--- config.mk ---
export PLATFORM = sky130hd
export DESIGN_NAME = ctrl_unit
export DESIGN_NICKNAME = d
export VERILOG_FILES = /design/src/rtl/ctrl_pkg.sv /design/src/rtl/ctrl_unit_op_decode.sv /design/src/rtl/ctrl_unit.sv
export SDC_FILE = /design/constraint.sdc
export NUM_CORES = 1
export LEC_CHECK = 0
export CORE_UTILIZATION = 42
export CTS_CLUSTER_DIAMETER = 120
export DETAILED_ROUTE_END_ITERATION = 10
export PLACE_DENSITY = 0.84
export SKIP_CTS_REPAIR_TIMING = 1
export SYNTH_ARGS = -nofsm -noshare
export SYNTH_HDL_FRONTEND = slang
export SYNTH_SLANG_ARGS = --single-unit
--- constraint.sdc ---
create_clock -name clk -period 1.3 [get_ports clk]
set_input_delay 0.13 -clock clk [delete_from_list [all_inputs] [get_ports clk]]
set_output_delay 0.13 -clock clk [all_outputs]
set_load 0.05 [all_outputs]
--- src/rtl/ctrl_pkg.sv ---
// Shared constants for the accumulator-machine control unit: opcodes, FSM state codes, decode flags.
// Latency: n/a (declarations only).
// Backpressure: n/a.
package ctrl_pkg;

    localparam int MEM_TIMEOUT_DEF = 15;

    // Opcode map
    localparam logic [3:0] OP_NOP       = 4'h0;
    localparam logic [3:0] OP_LDI       = 4'h1;
    localparam logic [3:0] OP_ALU_FIRST = 4'h2;
    localparam logic [3:0] OP_ALU_LAST  = 4'h7;
    localparam logic [3:0] OP_ADDI      = 4'h8;
    localparam logic [3:0] OP_MOVAR     = 4'h9;
    localparam logic [3:0] OP_MOVRA     = 4'hA;
    localparam logic [3:0] OP_JMP       = 4'hB;
    localparam logic [3:0] OP_JZ        = 4'hC;
    localparam logic [3:0] OP_LD        = 4'hD;
    localparam logic [3:0] OP_ST        = 4'hE;
    localparam logic [3:0] OP_HALT      = 4'hF;

    // FSM state encoding
    localparam logic [2:0] ST_FETCH  = 3'd0;
    localparam logic [2:0] ST_DECODE = 3'd1;
    localparam logic [2:0] ST_EXEC   = 3'd2;
    localparam logic [2:0] ST_MEM    = 3'd3;
    localparam logic [2:0] ST_HALT   = 3'd4;

    // Per-opcode behaviour flags produced by op_decode
    typedef struct packed {
        logic acc_wr;   // EXEC writes the accumulator
        logic imm;      // EXEC uses immediate as ALU operand B
        logic reg_wr;   // EXEC writes acc into the register file
        logic jmp;      // unconditional PC load
        logic jz;       // PC load when accumulator is zero
        logic mem;      // instruction needs a data-memory access
        logic st;       // data access is a write
        logic ld;       // data access loads the accumulator
        logic halt;     // stop the machine
    } op_class_t;

endpackage

--- src/rtl/ctrl_unit_op_decode.sv ---
// Opcode-class decoder: maps a 4-bit opcode onto behaviour flags.
// Latency: combinational, zero cycles.
// Backpressure: none.
module op_decode
    import ctrl_pkg::*;
(
    input  logic [3:0] i_opcode,
    output op_class_t  o_cls
);

    // Flag lookup; unlisted opcodes fall through to the register ALU range check
    always_comb begin
        o_cls = '0;
        case (i_opcode)
            OP_LDI, OP_ADDI: begin
                o_cls.acc_wr = 1'b1;
                o_cls.imm    = 1'b1;
            end
            OP_MOVAR: o_cls.reg_wr = 1'b1;
            OP_MOVRA: o_cls.acc_wr = 1'b1;
            OP_JMP:   o_cls.jmp    = 1'b1;
            OP_JZ:    o_cls.jz     = 1'b1;
            OP_LD: begin
                o_cls.mem = 1'b1;
                o_cls.ld  = 1'b1;
            end
            OP_ST: begin
                o_cls.mem = 1'b1;
                o_cls.st  = 1'b1;
            end
            OP_HALT:  o_cls.halt   = 1'b1;
            default: begin
                if (i_opcode >= OP_ALU_FIRST && i_opcode <= OP_ALU_LAST) begin
                    o_cls.acc_wr = 1'b1;
                end
            end
        endcase
    end

endmodule

--- src/rtl/ctrl_unit.sv ---
// Multi-cycle control FSM (FETCH/DECODE/EXEC/MEM/HALT) for a small accumulator CPU.
// Latency: pulses are combinational from state/opcode/mem_ack/zero_flag; state advances each posedge.
// Backpressure: FETCH/MEM hold mem_req until mem_ack or MEM_TIMEOUT wait cycles, then fault and halt.
module ctrl_unit
    import ctrl_pkg::*;
#(
    parameter int MEM_TIMEOUT = MEM_TIMEOUT_DEF
)
(
    input  logic       clk,
    input  logic       rst,
    input  logic [3:0] opcode,
    input  logic       zero_flag,
    input  logic       mem_ack,
    output logic       mem_req,
    output logic       mem_we,
    output logic       mem_sel_pc,
    output logic       loadIR,
    output logic       incPC,
    output logic       loadPC,
    output logic [3:0] alu_op,
    output logic       sel_imm,
    output logic       acc_load,
    output logic       reg_write,
    output logic       halted,
    output logic       fault
);

    logic [2:0] r_state;
    logic [2:0] w_next;
    logic [3:0] r_cnt;
    logic       r_fault;
    logic       w_wait;
    logic       w_timeout;
    op_class_t  w_cls;

    op_decode u_op_decode (
        .i_opcode (opcode),
        .o_cls    (w_cls)
    );

    // Timeout fires on the last permitted wait cycle only if no ack arrives (ack wins)
    assign w_wait    = (r_state == ST_FETCH) || (r_state == ST_MEM);
    assign w_timeout = w_wait && !mem_ack && (r_cnt == 4'(MEM_TIMEOUT - 1));

    // Next-state selection
    always_comb begin
        w_next = r_state;
        case (r_state)
            ST_FETCH: begin
                if (mem_ack)        w_next = ST_DECODE;
                else if (w_timeout) w_next = ST_HALT;
            end
            ST_DECODE: begin
                if (w_cls.halt)     w_next = ST_HALT;
                else if (w_cls.mem) w_next = ST_MEM;
                else                w_next = ST_EXEC;
            end
            ST_EXEC:  w_next = ST_FETCH;
            ST_MEM: begin
                if (mem_ack)        w_next = ST_FETCH;
                else if (w_timeout) w_next = ST_HALT;
            end
            ST_HALT:  w_next = ST_HALT;
            default:  w_next = ST_FETCH;
        endcase
    end

    // State, wait counter (restarts on every state change) and sticky fault
    always_ff @(posedge clk) begin
        if (rst) begin
            r_state <= ST_FETCH;
            r_cnt   <= '0;
            r_fault <= 1'b0;
        end else begin
            r_state <= w_next;
            if (w_wait && (w_next == r_state)) r_cnt <= r_cnt + 4'd1;
            else                               r_cnt <= '0;
            if (w_timeout) r_fault <= 1'b1;
        end
    end

    // Output decode; everything is forced low while rst is high, which also kills an in-flight access
    always_comb begin
        mem_req    = 1'b0;
        mem_we     = 1'b0;
        mem_sel_pc = 1'b0;
        loadIR     = 1'b0;
        incPC      = 1'b0;
        loadPC     = 1'b0;
        alu_op     = 4'h0;
        sel_imm    = 1'b0;
        acc_load   = 1'b0;
        reg_write  = 1'b0;
        halted     = 1'b0;
        if (!rst) begin
            case (r_state)
                ST_FETCH: begin
                    mem_req    = 1'b1;
                    mem_sel_pc = 1'b1;
                    loadIR     = mem_ack;
                end
                ST_DECODE: incPC = 1'b1;
                ST_EXEC: begin
                    alu_op    = opcode;
                    sel_imm   = w_cls.imm;
                    acc_load  = w_cls.acc_wr;
                    reg_write = w_cls.reg_wr;
                    loadPC    = w_cls.jmp | (w_cls.jz & zero_flag);
                end
                ST_MEM: begin
                    mem_req  = 1'b1;
                    mem_we   = w_cls.st;
                    acc_load = w_cls.ld & mem_ack;
                end
                ST_HALT:  halted = 1'b1;
                default: ;
            endcase
        end
    end

    assign fault = r_fault & ~rst;

endmodule

==> impl_metrics.yaml, run 1 <==
status:
  status: "aborted with a tool error"
  failing_step: "global routing"
  error: "[ERROR DPL-0038] Utilization greater than 100%, impossible to legalize"
synthesis:
  yosys.area_share.simple: 0.390
  yosysTopAreaCell: "dfxtp_1"
  avgSynthCellArea_sq_um: 8.18
  synth_top_area_share: 0.258
  synth_most_common_cell: "nor2_1"
  synth_top_family_by_area: "simple AND/OR/NAND/NOR gates"
  synth_area_sq_um: 622
  synthFlopType: "dfxtp_1"
  synth-xor-area-share: 0.0704
  synthAdderAreaFrac: 0.0402
  syn_inst: 76
  synthMuxAreaShare: 0.0181
  async_reset_ff_frac: 0
  synth_edf_count: 0
  synthTopCellsByArea: "dfxtp_1, nor2_1, xor2_1"
  ys_seq_area_frac: 0.258
  syn_nets: 86
  synth_common_cells: "nor2_1, dfxtp_1, nand2_1"
  ys_types: 37
  synth_compound_area_frac: 0.131
  ys_ff_latch: 8
  synth_warnings: 0
placed_design:
  dp_hpwl_um: 1800
  place_congestion: 0.846
  port_buffers: 22
clock_tree:
  cts_buffers: 3
  htree_num_levels: 1
  clock_path_buffers: 2
  cts-root-buf: "clkbuf_4"
  cts.sinks: 8
floorplanning:
  fp-row-count: 13
  die_x_um: 40.5
  io-pin-count: 23
  floorplan.initialDensity: 0.466
  die_h_um: 40.5
sta:
  worst_endpoint_kind: "output port"
  crit_endpoint: "reg_write"
global_route:
  grt_max_degree: 12
[kinds of logic after synthesis]
logic type / count (synthesis)
adder cells (fa/ha/maj): 2
flip-flops: 8
XOR/XNOR: 5
AO/OA/AOI/OAI: 11
multiplexers: 1
buffers and inverters: 10
AND/OR/NAND/NOR: 39
[metrics by stage]
step / instance area [sq um] / setup slack [ns] / hold WS, ns / instances
3_5_place_dp: 1190 / -0.348 / 0.524 / 125
2_1_floorplan: 703 / -0.333 / 0.283 / 76
4_1_cts: 1210 / -0.416 / 0.534 / 128
3_3_place_gp: 1190 / -0.312 / 0.442 / 125
==> run 2: changes to the inputs <==
CORE_AREA = 2 2 63 65   (was unset)
CORE_UTILIZATION = unset   (was 42)
CTS_CLUSTER_DIAMETER = unset   (was 120)
DIE_AREA = 0 0 65 67   (was unset)
PLACE_DENSITY = unset   (was 0.84)
PLACE_DENSITY_LB_ADDON = 0.15   (was unset)
==> run 2 against run 1 <==
Effect of this change: the flow now finishes, with violations (setup timing); area after synthesis stayed put; synthesized cell count did not move.
==> impl_metrics.yaml, run 2 <==
status:
  status: "complete, but fails checks"
  violations: "setup timing"
critical_path:
  cp_data_arrival_time_ns: 1.48
  required_ns: 1.17
  rr_worst_depth: 6
  end_kind: "output pin"
  crit_type: "flip-flop to output pin"
  crit_fanout: 3
  worstSetupStartpointType: "flip-flop"
finish:
  final_common_cell: "buf_4"
  nFillCells: 360
  final_cell_mix: "buf_4, buf_12, dlymetal6s2s_1"
  layout-drive-gt1-share: 0.632
  fin_area_sq_um: 1420
  antenna-diode-count: 0
  max_flop_register: "r_cnt"
  area_delta_synth_final_pct: 128
  multi_input_area_sq_um: 564
  post-route-util: 0.392
  seq_area_sq_um: 164
  largest_register_ffs: 4
  top_regs: "r_cnt (4), r_state (3), r_fault (1)"
  nNetsFinal: 129
sta:
  period_minus_slack_ns: 1.61
  hold_viol: 0
  fin_ws_ns: -0.312
  max_freq_mhz: 620
  hold_ws_ns: 0.356
  finalCritPeriodShare: 1.24
  slew_viol_final: 0
  tightest_slew_ns: 0.264
  finClkSkew_ns: 0.00195
  slew-limit-headroom: 0.823
  grt_setup_unrepaired: "yes"
  setup_viol: 14
routing:
  top_layer_used: "met3"
  dr_wl_met2_um: 1030
  finalWirelength_um: 1930
  wl_met1_um: 799
  ant_nets: 0
  wl_per_cell_um: 11.7
  vias: 711
  first_pass_iters: 4
  wl_met3_um: 100
  viasPerCell: 4.31
  drt-initial-drc-count: 28
  drc_errors: 0
placed_design:
  placed_cell_area_sq_um: 1200
  port_buffers: 22
  place_congestion: 0.733
  pre_cts_ws_ns: -0.365
  dp_hpwl_um: 1440
synthesis:
  avgSynthCellArea_sq_um: 8.18
  async_reset_ff_frac: 0
  ys_seq_area_frac: 0.258
  syn_inst: 76
  synth_most_common_cell: "nor2_1"
  synthTopCellsByArea: "dfxtp_1, nor2_1, xor2_1"
  syn_nets: 86
  synthFlopType: "dfxtp_1"
  synth_common_cells: "nor2_1, dfxtp_1, nand2_1"
  ys_ff_latch: 8
  synth_warnings: 0
  synth_area_sq_um: 622
  synth_edf_count: 0
  yosysTopAreaCell: "dfxtp_1"
  ys_types: 37
  synth_top_area_share: 0.258
global_route:
  grt_pass1_wl_um: 3070
  grt_max_degree: 12
  track_usage: 0.0909
  grt_antenna_before_repair: 0
  overflow: 0
  grt_pass1_vias: 703
clock_tree:
  clock_path_buffers: 2
  cts_buffers: 3
  cts-root-buf: "clkbuf_8"
  path_clk_slew_ns: 0.04
  insertion_delay_ns: 0.23
  cts_tree: "built"
  cts.sinks: 8
  htree_num_levels: 1
hold_path:
  whs_path_depth: 3
  min_path_type: "input port to flip-flop"
pwr:
  ir_worst_vdd_mv: 0.681
  p_per_area_nw_per_um2: 626
  power_leakage_nw: 0.604
  power_mw: 0.886
floorplanning:
  die-area_sq_um: 4360
  floorplan.initialDensity: 0.172
  io-pin-count: 23
  fp-row-count: 22
  coreArea_sq_um: 3610
  die_h_um: 67
  die_x_um: 65
flow_run:
  cap_viol_max_count: 0
-- run 2: cell counts after synthesis --
No cell type changed its count.
-- run 2: power breakdown --
part           switching (mW)  internal [mW]  total (mW)
Sequential            0.00692          0.255       0.262
Combinational           0.163          0.159       0.322
Clock                   0.101          0.201       0.302
-- run 2: kinds of logic (layout without fill, tap and decap cells) --
logic type	after synthesis	count (layout)	synth area share
xor+xnor	5	5	0.0704
mux	1	1	0.0181
buf+inv	10	51	0.0925
simple gates	39	39	0.390
fa+ha+maj	2	2	0.0402
compound gates	11	11	0.131
flops	8	8	0.258
-- run 2: per-stage QoR --
step / TNS [ns] / cells
6_report: -2.42 / 165
2_1_floorplan: -2.02 / 76
4_1_cts: -3.33 / 158
3_3_place_gp: -3.62 / 155
3_5_place_dp: -3.62 / 155
5_1_grt: -3.14 / 165
-- run 2: worst max-delay path, stage by stage, from the launching register on --
cell	delay, ns
dfxtp_2	0.33
nor4b_4	0.31
nand2_2	0.12
nor4b_4	0.31
buf_12	0.18
-- run 2: layout make-up --
cell class	count	share of cell area
clock buffer	3	0.0292
inverter	3	0.00796
multi-input combinational	58	0.399
sequential	8	0.116
tap	48	0.0424
timing repair buffer	45	0.406
-- run 2: path summary, 6_finish.rpt --
kind / slack (ns) / startpoint / endpoint
max: -0.31 / r_state[0] / reg_write
min: 0.36 / opcode[0] / r_state[1]
max reg2reg: -0.01 / r_state[1] / r_state[2]
min reg2reg: 0.47 / r_fault / r_fault
-- run 2: per-layer routing --
layer / up-vias / global-route usage
li1: 351 / -
met1: 338 / 0.101
met2: 22 / 0.164
met3: 0 / 0.0304
met4: 0 / 0.0266
met5: - / 0
(Power assumes the default switching activity.)
